`config.mk`:
```
export PLATFORM = sky130hd
export DESIGN_NAME = crc_byte_feeder
export DESIGN_NICKNAME = d
export VERILOG_FILES = /design/src/rtl/crc_byte_feeder.sv
export SDC_FILE = /design/constraint.sdc
export NUM_CORES = 1
export LEC_CHECK = 0
export CORE_MARGIN = 2
export CORE_UTILIZATION = 45
export DETAILED_ROUTE_END_ITERATION = 10
export GPL_ROUTABILITY_DRIVEN = 0
export PLACE_DENSITY = 0.78
export SKIP_LAST_GASP = 1
export SLEW_MARGIN = 15
export SYNTH_ARGS = -nofsm -noshare
export SYNTH_HDL_FRONTEND = slang
export SYNTH_SLANG_ARGS = --single-unit
```
`constraint.sdc`:
```
create_clock -name CLK -period 4.4 [get_ports CLK]
set_clock_uncertainty 0.15 [all_clocks]
set_input_delay 0.88 -clock CLK [delete_from_list [all_inputs] [get_ports CLK]]
set_output_delay 0.88 -clock CLK [all_outputs]
set_load 0.02 [all_outputs]
```
`src/rtl/crc_byte_feeder.sv`:
```
// ---------------------------------------------------------------------------
// crc_byte_feeder
//
// Byte-to-bit serializer feeding the bit-serial CRC-32 stage in the UART path.
// Bytes arrive over a valid/ready handshake and leave one bit per cycle on a
// valid/last/bit stream. A per-frame byte counter, a busy flag and a
// frame-done strobe (aligned with the CRC stage's result) are also provided.
//
// Optional feature macro: CRC_FEED_LSB_FIRST_EN
//   defined   -> bits leave LSB first (UART wire order)
//   undefined -> bits leave MSB first
//
// Ports:
//   CLK         clock, all logic on rising edge
//   RST_N       synchronous reset, active-low
//   s_valid     input byte valid
//   s_ready     feeder can accept a byte this cycle
//   s_data      input byte
//   s_last      byte is last of frame
//   o_valid     bit valid       (CRC stage in_valid)
//   o_last      final frame bit (CRC stage in_last)
//   o_bit       serial data bit (CRC stage in_bit)
//   busy        frame in progress
//   byte_cnt    bytes accepted in current frame (saturating)
//   frame_done  one-cycle pulse after the final bit of a frame
// ---------------------------------------------------------------------------
module crc_byte_feeder #(
    parameter int DATA_W = 8,
    parameter int CNT_W  = 16
) (
    input  logic              CLK,
    input  logic              RST_N,
    input  logic              s_valid,
    output logic              s_ready,
    input  logic [DATA_W-1:0] s_data,
    input  logic              s_last,
    output logic              o_valid,
    output logic              o_last,
    output logic              o_bit,
    output logic              busy,
    output logic [CNT_W-1:0]  byte_cnt,
    output logic              frame_done
);

    localparam int                BIT_W    = (DATA_W > 1) ? $clog2(DATA_W) : 1;
    localparam logic [BIT_W-1:0]  LAST_BIT = BIT_W'(DATA_W - 1);
    localparam logic [CNT_W-1:0]  CNT_MAX  = '1;

    typedef enum logic {
        IDLE  = 1'b0,
        SHIFT = 1'b1
    } state_t;

    state_t            state;
    state_t            state_next;
    logic [DATA_W-1:0] shift_reg;
    logic [BIT_W-1:0]  bit_cnt;
    logic              last_ff;
    logic              final_bit;
    logic              accept;
    logic              frame_end;
    logic              serial_bit;

    // Bit-order selection: both the tapped bit and the shift direction move
    // together so the handshake timing is unaffected by the order.
`ifdef CRC_FEED_LSB_FIRST_EN
    assign serial_bit = shift_reg[0];
`else
    assign serial_bit = shift_reg[DATA_W-1];
`endif

    // State register.
    always_ff @(posedge CLK) begin
        if (!RST_N) begin
            state <= IDLE;
        end else begin
            state <= state_next;
        end
    end

    // Next-state logic. A handshake on the final bit keeps SHIFT running so
    // back-to-back bytes stream without a bubble.
    always_comb begin
        state_next = state;
        case (state)
            IDLE: begin
                if (accept) begin
                    state_next = SHIFT;
                end
            end
            SHIFT: begin
                if (final_bit) begin
                    state_next = accept ? SHIFT : IDLE;
                end
            end
            default: state_next = IDLE;
        endcase
    end

    // Output decode. Everything here comes from registered state; RST_N only
    // gates s_ready so nothing is accepted while the block is held in reset.
    always_comb begin
        final_bit = (state == SHIFT) && (bit_cnt == LAST_BIT);
        s_ready   = RST_N && ((state == IDLE) || final_bit);
        accept    = s_valid && s_ready;
        o_valid   = (state == SHIFT);
        o_last    = final_bit && last_ff;
        o_bit     = (state == SHIFT) && serial_bit;
        frame_end = o_last;
    end

    // Datapath: shift register, bit counter, frame bookkeeping.
    // When a frame ends in the same cycle a new byte is accepted, the new
    // frame starts with a count of one and busy never drops.
    always_ff @(posedge CLK) begin
        if (!RST_N) begin
            shift_reg  <= '0;
            bit_cnt    <= '0;
            last_ff    <= 1'b0;
            byte_cnt   <= '0;
            busy       <= 1'b0;
            frame_done <= 1'b0;
        end else begin
            if (accept) begin
                shift_reg <= s_data;
                last_ff   <= s_last;
                bit_cnt   <= '0;
            end else if (state == SHIFT) begin
`ifdef CRC_FEED_LSB_FIRST_EN
                shift_reg <= shift_reg >> 1;
`else
                shift_reg <= shift_reg << 1;
`endif
                bit_cnt   <= bit_cnt + 1'b1;
            end

            if (frame_end) begin
                byte_cnt <= accept ? CNT_W'(1) : '0;
            end else if (accept && (byte_cnt != CNT_MAX)) begin
                byte_cnt <= byte_cnt + 1'b1;
            end

            if (frame_end) begin
                busy <= accept;
            end else if (accept) begin
                busy <= 1'b1;
            end

            frame_done <= o_valid && o_last;
        end
    end

endmodule
```
## Word-level counts from Yosys, hierarchy flattened

Cells that the tools add are included.

| cells by class | value |
|---|---|
| $add $sub $neg | 2 |
| multipliers | 0 |
| div/mod/pow operators | 0 |
| order comparisons | 0 |
| eq/ne operators | 2 |
| shift operators | 0 |
| muxes and demuxes | 10 |
| bitwise logic cells | 2 |
| reduce and logical (&&, ||, !) cells | 12 |

Operators with widths:

| operator | count |
|---|---|
| two-way mux 16 bit | 2 |
| adder 16 x 1 -> 16 bit, second input constant | 1 |
| two-way mux 8 bit | 2 |
| != test 16 bit, second input constant | 1 |
| logical AND 1 bit | 7 |
| nonzero test 2 bit | 3 |
| two-way mux 1 bit | 5 |
| adder 3 x 1 -> 3 bit, second input constant | 1 |
| == test 3 bit, second input constant | 1 |
| NOT 1 bit | 2 |
| one-hot mux 1 bit (2 select lines) | 1 |
| OR reduction 2 bit | 1 |
| logical OR 1 bit | 1 |

| storage, ports and cells | value |
|---|---|
| flip-flop bits (word level) | 31 |
| latch bits | 0 |
| RAM bits | 0 |
| memory bits (read-only) | 0 |
| bits of input ports | 12 |
| output and inout port bits | 22 |
| word-level logic and storage cells | 35 |
| memories kept | 0 |

## Longest topological paths before layout

Gate-level depths: netlist of the first run.

| depth | value |
|---|---|
| depth in word-level cells | 8 |
| gate-level depth with buffers | 8 |

## Worst setup path before layout of the first run

Ideal clock, no wire load.

| path | value |
|---|---|
| path type | input -> output |
| start point | input port RST_N |
| end point | output port s_ready |
| data arrival time | 1.520 ns |
| data required time | 3.370 ns |
| setup slack | 1.850 ns |
| stages | 3 |
| path buffers | 2 |
| cell sequence | buf_4 clkbuf_1 and2_1 |

| between the ends | value |
|---|---|
| word-level cells in the longest chain between the ends | 1 |

Ends and longest elaborated chain:

| what | line | text |
|---|---|---|
| start, declared | 32 | `input logic RST_N,` |
| logical AND 1 bit | 104 | `s_ready = RST_N && ((state == IDLE) \|\| final_bit);` |
| end, declared | 34 | `output logic s_ready,` |

No other way between the ends.

## Worst setup path in the final report of the first run

Ends and elaborated chain as after synthesis.

==> metrics.md, run 1 <==
| Metric | Value |
|---|---|
| Grt peak-use layer | `met2` |
| Area leader, netlist | `dfxtp_1` |
| Critical Path End Type | `output port` |
| Max-Cap Viols | `0` |
| Gr ovfl total | `0` |
| Setup-failing EPs final | `0` |
| EDFF count, synth | `0` |
| Synth Area per Inst | `9.36 um2` |
| CTS tree | `done` |
| Tmin final | `3.30 ns` |
| CTS Buf Count | `5` |
| Initial Util | `0.473` |
| Crit path DAT | `2.27 ns` |
| Slew @ Worst Pin | `0.764 ns` |
| Crit start category | `input port` |
| P per Cell Area | `279 nW/um2` |
| Clk pwr share | `0.346` |
| Library cells used by synthesis | `39` |
| Post-synthesis register bit count | `31` |
| Global-route wire length before repair | `5920 um` |
| Final hold vios | `0` |
| # resized after CTS | `0` |
| Final setup margin | `1.10 ns` |
| Vias per cell | `5.74` |
| Critical Path RT | `3.37 ns` |
| Critical path class | `input port to output port` |
| CTS Buffer Depth | `2` |
| Pint | `416 uW` |
| GRT met1 Usage | `0.226` |
| Synth warn | `0` |
| Total number of vias | `1,423` |
| Leak | `0.766 nW` |
| Clk_lat worst skew | `0.33 ns` |
| Multi-input logic area | `882 um2` |
| Final instance area | `1980 um2` |
| Number of remaining DRC errors | `0` |
| GR Util met3 | `0.0607` |
| Die height | `63.5 um` |
| CTS H-tree depth | `2` |
| Register area share after synthesis | `0.390` |
| Power share of the sequential group | `0.543` |
| Number of flip-flops under the largest register name | `16` |
| Port bufs | `33` |
| Gr usage total | `0.186` |
| Drt total wl | `3280 um` |
| Max_slew headroom | `0.487` |
| Final setup TNS | `0 ns` |
| Dpl hpwl | `2400 um` |
| Clock root buffer | `clkbuf_4` |
| DRT iter0 DRCs | `78` |
| Worst min path class | `register to register` |
| Place WS | `1.10 ns` |
| Placed cell areas | `1910 um2` |
| Layout net count | `216` |
| TritonRoute pass-1 iters | `4` |
| Clock transition at path regs | `0.09 ns` |
| Max IR drop VDD | `0.202 mV` |
| DIE AREA | `4030 um2` |
| Outcome | `finished, final reports clean` |
| Vias in the first global route | `1,421` |
| CP Max Fanout | `18` |
| Top-count cell post-synth | `dfxtp_1` |
| Dpl cells | `240` |
| Hold_buf cts | `0` |
| Met2 Use GR | `0.301` |
| Number of diodes | `0` |
| Antenna Violating Nets Remaining | `0` |
| Fraction of layout cells with a size suffix above 1 | `0.0842` |
| Initial antenna violation count | `0` |
| Ys async rst share | `0` |
| Die X | `63.5 um` |
| Post CTS Setup Buffer Count | `0` |
| Core area | `3360 um2` |
| Synth top area cells | `dfxtp_1, mux2i_1, o211a_1` |
| Synth top area share | `0.390` |
| Switch Pwr | `137 uW` |
| Ys flop type | `dfxtp_1` |
| Area Overhead vs Synth | `24.5%` |
| IO Pins | `34` |
| Syn_nets | `185` |
| Power share of the combinational group | `0.110` |
| Layout fillers | `335` |
| Layout Cells excl Fill | `248` |
| Slew Limit Fails | `0` |
| Synth cell count leaders | `dfxtp_1, nand2_1, a21oi_1` |
| Post-synthesis cell area | `1590 um2` |
| Switching share of power | `0.248` |
| Largest net degree at the start of global routing | `31` |
| Crit share post-route | `0.750` |
| Cells after synthesis | `170` |
| Fmax | `303 MHz` |
| RSZ-0062 raised after global routing | `false` |
| # rows | `21` |
| Reg area | `621 um2` |
| Sink Count | `31` |
| Post-detailed-route wirelength per cell | `13.2 um` |
| Hold_ws | `0.308 ns` |
layer usage:
layer  share of wire  routed length (um)  vias up
li1                -                   -      707
met1            0.46                1520      685
met2            0.48                1570       26
met3           0.045                 149        5
met4           0.015                  48        0
met5               0                   0        -
layout by cell type (no fill, tap or decap), types with 2 or more instances in the layout:
cell type and instances:
or4_1 7, clkdlybuf4s50_1 33, and3_1 2, a211oi_1 2, ha_1 3, o211a_1 7
nor4_1 3, nand2_1 18, dfxtp_1 31, nor2b_1 3, or3_1 4, and2_1 5
nand3_1 9, a21oi_1 10, mux2i_1 9, clkbuf_8 2, o21a_1 2, clkbuf_4 5
o31ai_1 8, nor3b_1 2, nand4_4 2, o21ai_0 5, nand4_1 8, inv_1 3
nor2_1 5
path summary, 6_finish.rpt:
kind / start / end / slack (ns) / depth (start not counted)
max: RST_N / s_ready / 1.10 / 4
min: busy$_SDFFE_PN0P_ / busy$_SDFFE_PN0P_ / 0.31 / 2
max reg2reg: byte_cnt[0]$_SDFFE_PN0P_ / byte_cnt[2]$_SDFFE_PN0P_ / 2.20 / 5
min reg2reg: busy$_SDFFE_PN0P_ / busy$_SDFFE_PN0P_ / 0.31 / 2
power groups by stage:
stage / logic, mW / registers (mW) / clock network (mW)
floorplan: 0.0417 / 0.305 / 0
global placement: 0.0588 / 0.306 / 0
detailed placement: 0.0612 / 0.307 / 0
CTS: 0.0616 / 0.300 / 0.198
global route: 0.0669 / 0.302 / 0.215
finish: 0.0610 / 0.300 / 0.191
layout make-up:
class	instances	share of cell area
Clock buffer	7	0.0328
Clock inverter	1	0.00379
Timing Repair Buffer	34	0.170
Multi-Input combinational cell	126	0.445
Sequential cell	31	0.313
Inverter	3	0.00568
Tap cell	46	0.0290
cells by family (layout without fill, tap and decap cells):
kind of cell / after synthesis / after routing / share of synthesized area
flip-flops: 31 / 31 / 0.390
AND/OR/NAND/NOR: 75 / 75 / 0.300
multiplexers: 9 / 9 / 0.0566
XOR/XNOR: 1 / 1 / 0.00550
adder cells (fa/ha/maj): 3 / 3 / 0.0236
buffers and inverters: 13 / 45 / 0.0558
AO/OA/AOI/OAI: 38 / 38 / 0.169
critical path, stage by stage:
cell	delay, ns
clkdlybuf4s50_1	0.45
buf_4	0.20
and2_1	0.15
clkdlybuf4s50_1	0.59
per-stage QoR:
stage | utilization | power [mW]
final | 0.589 | 0.553
after global routing | 0.589 | 0.584
after CTS | 0.589 | 0.560
after detailed placement | 0.568 | 0.368
after global placement | 0.568 | 0.365
after floorplan | - | 0.347
Power figures use the tool's default switching activity.
==> run 2: changes to the inputs <==
clock period = 3.32 ns   (was 4.4 ns; I/O delays follow)
==> metrics.md, run 2 (same netlist as run 1, synthesis figures left out) <==
| Metric | Value |
|---|---|
| Outcome | `finished, final reports clean` |
| Core area | `3360 um2 (unchanged)` |
| Final hold vios | `0 (unchanged)` |
| Crit share post-route | `0.888` |
| Critical path's most frequent cell | `ha_1` |
| Layout fillers | `319 (-4.8%)` |
| CTS H-tree depth | `2 (unchanged)` |
| Hold_buf cts | `0 (unchanged)` |
| Power share of the sequential group | `0.502 (-0.041)` |
| RSZ-0062 raised after global routing | `false` |
| P per Cell Area | `393 nW/um2 (+41%)` |
| Crit start category | `register` |
| Crit-path cells | `ha_1, ha_1, or2b_4, and2_1, clkdlybuf4s50_1` |
| Slew @ Worst Pin | `0.805 ns (+0.0412 ns)` |
| Most frequent cells in the layout | `clkdlybuf4s50_1, dfxtp_1, nand2_1, a21oi_1` |
| # rows | `21 (unchanged)` |
| Post-detailed-route wirelength per cell | `14.1 um (+6.5%)` |
| TritonRoute pass-1 iters | `4 (unchanged)` |
| Leak | `0.782 nW (+2.1%)` |
| Dpl hpwl | `2560 um (+6.6%)` |
| Gr usage total | `0.191 (+0.00567)` |
| Hold depth | `2 (unchanged)` |
| CP max stage cell | `clkdlybuf4s50_1` |
| Fmax | `339 MHz` |
| Gr ovfl total | `0 (unchanged)` |
| Layout net count | `217 (+0.46%)` |
| DRT iter0 DRCs | `77 (-1.3%)` |
| Max-Cap Viols | `0 (unchanged)` |
| Vias in the first global route | `1,380 (-2.9%)` |
| Critical Path RT | `2.51 ns (-0.86 ns)` |
| Switch Pwr | `181 uW (+32%)` |
| Number of remaining DRC errors | `0 (unchanged)` |
| FF-to-FF Start | `byte_cnt[0]$_SDFFE_PN0P_` |
| CP max stage delay | `0.54 ns (-0.05 ns)` |
| Max IR drop VDD | `0.171 mV (-15%)` |
| Vias per cell | `5.62 (-2.0%)` |
| Area Overhead vs Synth | `25.9%` |
| Tmin final | `2.95 ns` |
| Number of flip-flops under the largest register name | `16 (unchanged)` |
| Initial Util | `0.473 (unchanged)` |
| DIE AREA | `4030 um2 (unchanged)` |
| FF-to-FF End | `byte_cnt[4]$_SDFFE_PN0P_` |
| Die height | `63.5 um (unchanged)` |
| Setup-failing EPs final | `0 (unchanged)` |
| Crit path DAT | `2.13 ns (-0.14 ns)` |
| Fraction of layout cells with a size suffix above 1 | `0.0887 (+0.00451)` |
| Power share of the combinational group | `0.108 (-0.002)` |
| CTS tree | `done` |
| Critical path class | `register to output port` |
| IO Pins | `34 (unchanged)` |
| Pint | `606 uW (+46%)` |
| R2r worst-path depth | `5 (unchanged)` |
| CP Max Fanout | `7 (-11)` |
| Power Total | `787 uW (+42%)` |
| Clock root buffer | `clkbuf_4` |
| Final setup TNS | `0 ns (unchanged)` |
| Largest net degree at the start of global routing | `31 (unchanged)` |
| Slew Limit Fails | `0 (unchanged)` |
| Max_slew headroom | `0.459 (-0.0277)` |
| HP Start | `busy$_SDFFE_PN0P_` |
| Die X | `63.5 um (unchanged)` |
| Clock transition at path regs | `0.10 ns (about the same)` |
| Post CTS Setup Buffer Count | `0 (unchanged)` |
| Number of diodes | `0 (unchanged)` |
| Total number of vias | `1,400 (-1.6%)` |
| Sink Count | `31 (unchanged)` |
| # resized after CTS | `0 (unchanged)` |
| Switching share of power | `0.230 (-0.0177)` |
| Worst Setup SP | `bit_cnt[0]$_SDFFE_PP0P_` |
| CTS Buf Count | `5 (unchanged)` |
| Global-route wire length before repair | `6120 um (+3.4%)` |
| Antenna Violating Nets Remaining | `0 (unchanged)` |
| Clk_lat worst skew | `0.33 ns (about the same)` |
| Commonest non-fill, non-tap cell in the layout | `clkdlybuf4s50_1` |
| Initial antenna violation count | `0 (unchanged)` |
| Port bufs | `33 (unchanged)` |
| CTS Buffer Depth | `2 (unchanged)` |
| Critical Path End Type | `output port` |
| Worst R2R Setup Slack | `1.06 ns (-1.14 ns)` |
| Drt total wl | `3510 um (+7.0%)` |
| Worst min path class | `register to register` |
| Hold Path Sink | `busy$_SDFFE_PN0P_` |
| Clk pwr share | `0.389 (+0.043)` |
run 2: changes by cell type in the layout (fill, tap and decap cells not counted), sizes merged:
| cell | previous run | this run |
|---|---|---|
| buf | 1 | 2 |
| clkbuf | 7 | 6 |
| clkinv | 0 | 1 |
| bufinv | 0 | 1 |
| clkinvlp | 1 | 0 |
run 2: layout make-up:
class                   count  area [um2]  area share
multi-input cells         126         882       0.440
flip-flops and latches     31         621       0.310
repair buffers             35         345       0.172
well taps                  46        57.6      0.0287
clock buffers               6        51.3      0.0256
clock inverters             2        35.0      0.0175
inverters                   3        11.3     0.00562
run 2: worst max path at each step:
stage | to | slack [ns] | depth (start not counted)
finish | s_ready | 0.37 | 5
global route | s_ready | 0.28 | 5
CTS | s_ready | 0.35 | 5
detailed placement | byte_cnt[7]$_SDFFE_PN0P_ | 0.61 | 6
global placement | s_ready | 0.65 | 3
floorplan | s_ready | 1.20 | 3
run 2: worst max-delay path, delay by kind of cell, from the launching register on:
kind                     cells  cell delay (ns)
flip-flops                   1             0.34
AND/OR/NAND/NOR              2             0.50
adder cells (fa/ha/maj)      2             0.42
buffers and inverters        1             0.54
run 2: routing by layer:
metal  share of wire  vias up  track usage
li1                -      704            -
met2            0.49       30        0.326
met4          0.0063        0       0.0679
met3           0.042        2       0.0589
met1            0.46      664        0.225
met5               0        -            0
run 2: power groups by stage:
stage / combinational, mW / sequential (mW) / clock, mW
floorplan: 0.0553 / 0.405 / 0
finish: 0.0853 / 0.396 / 0.306
detailed placement: 0.0861 / 0.404 / 0
global placement: 0.0822 / 0.402 / 0
global route: 0.0935 / 0.398 / 0.335
CTS: 0.0865 / 0.395 / 0.310
run 2: per-stage QoR:
stage	utilization	hold slack [ns]	worst slack, ns	std cells	instance area, um2
finish	0.596	0.310	0.372	249	2000
global route	0.596	0.339	0.281	249	2000
detailed placement	0.570	0.295	0.612	241	1920
floorplan	-	0.287	1.20	170	1590
CTS	0.596	0.314	0.354	249	2000
global placement	0.570	0.285	0.654	241	1920
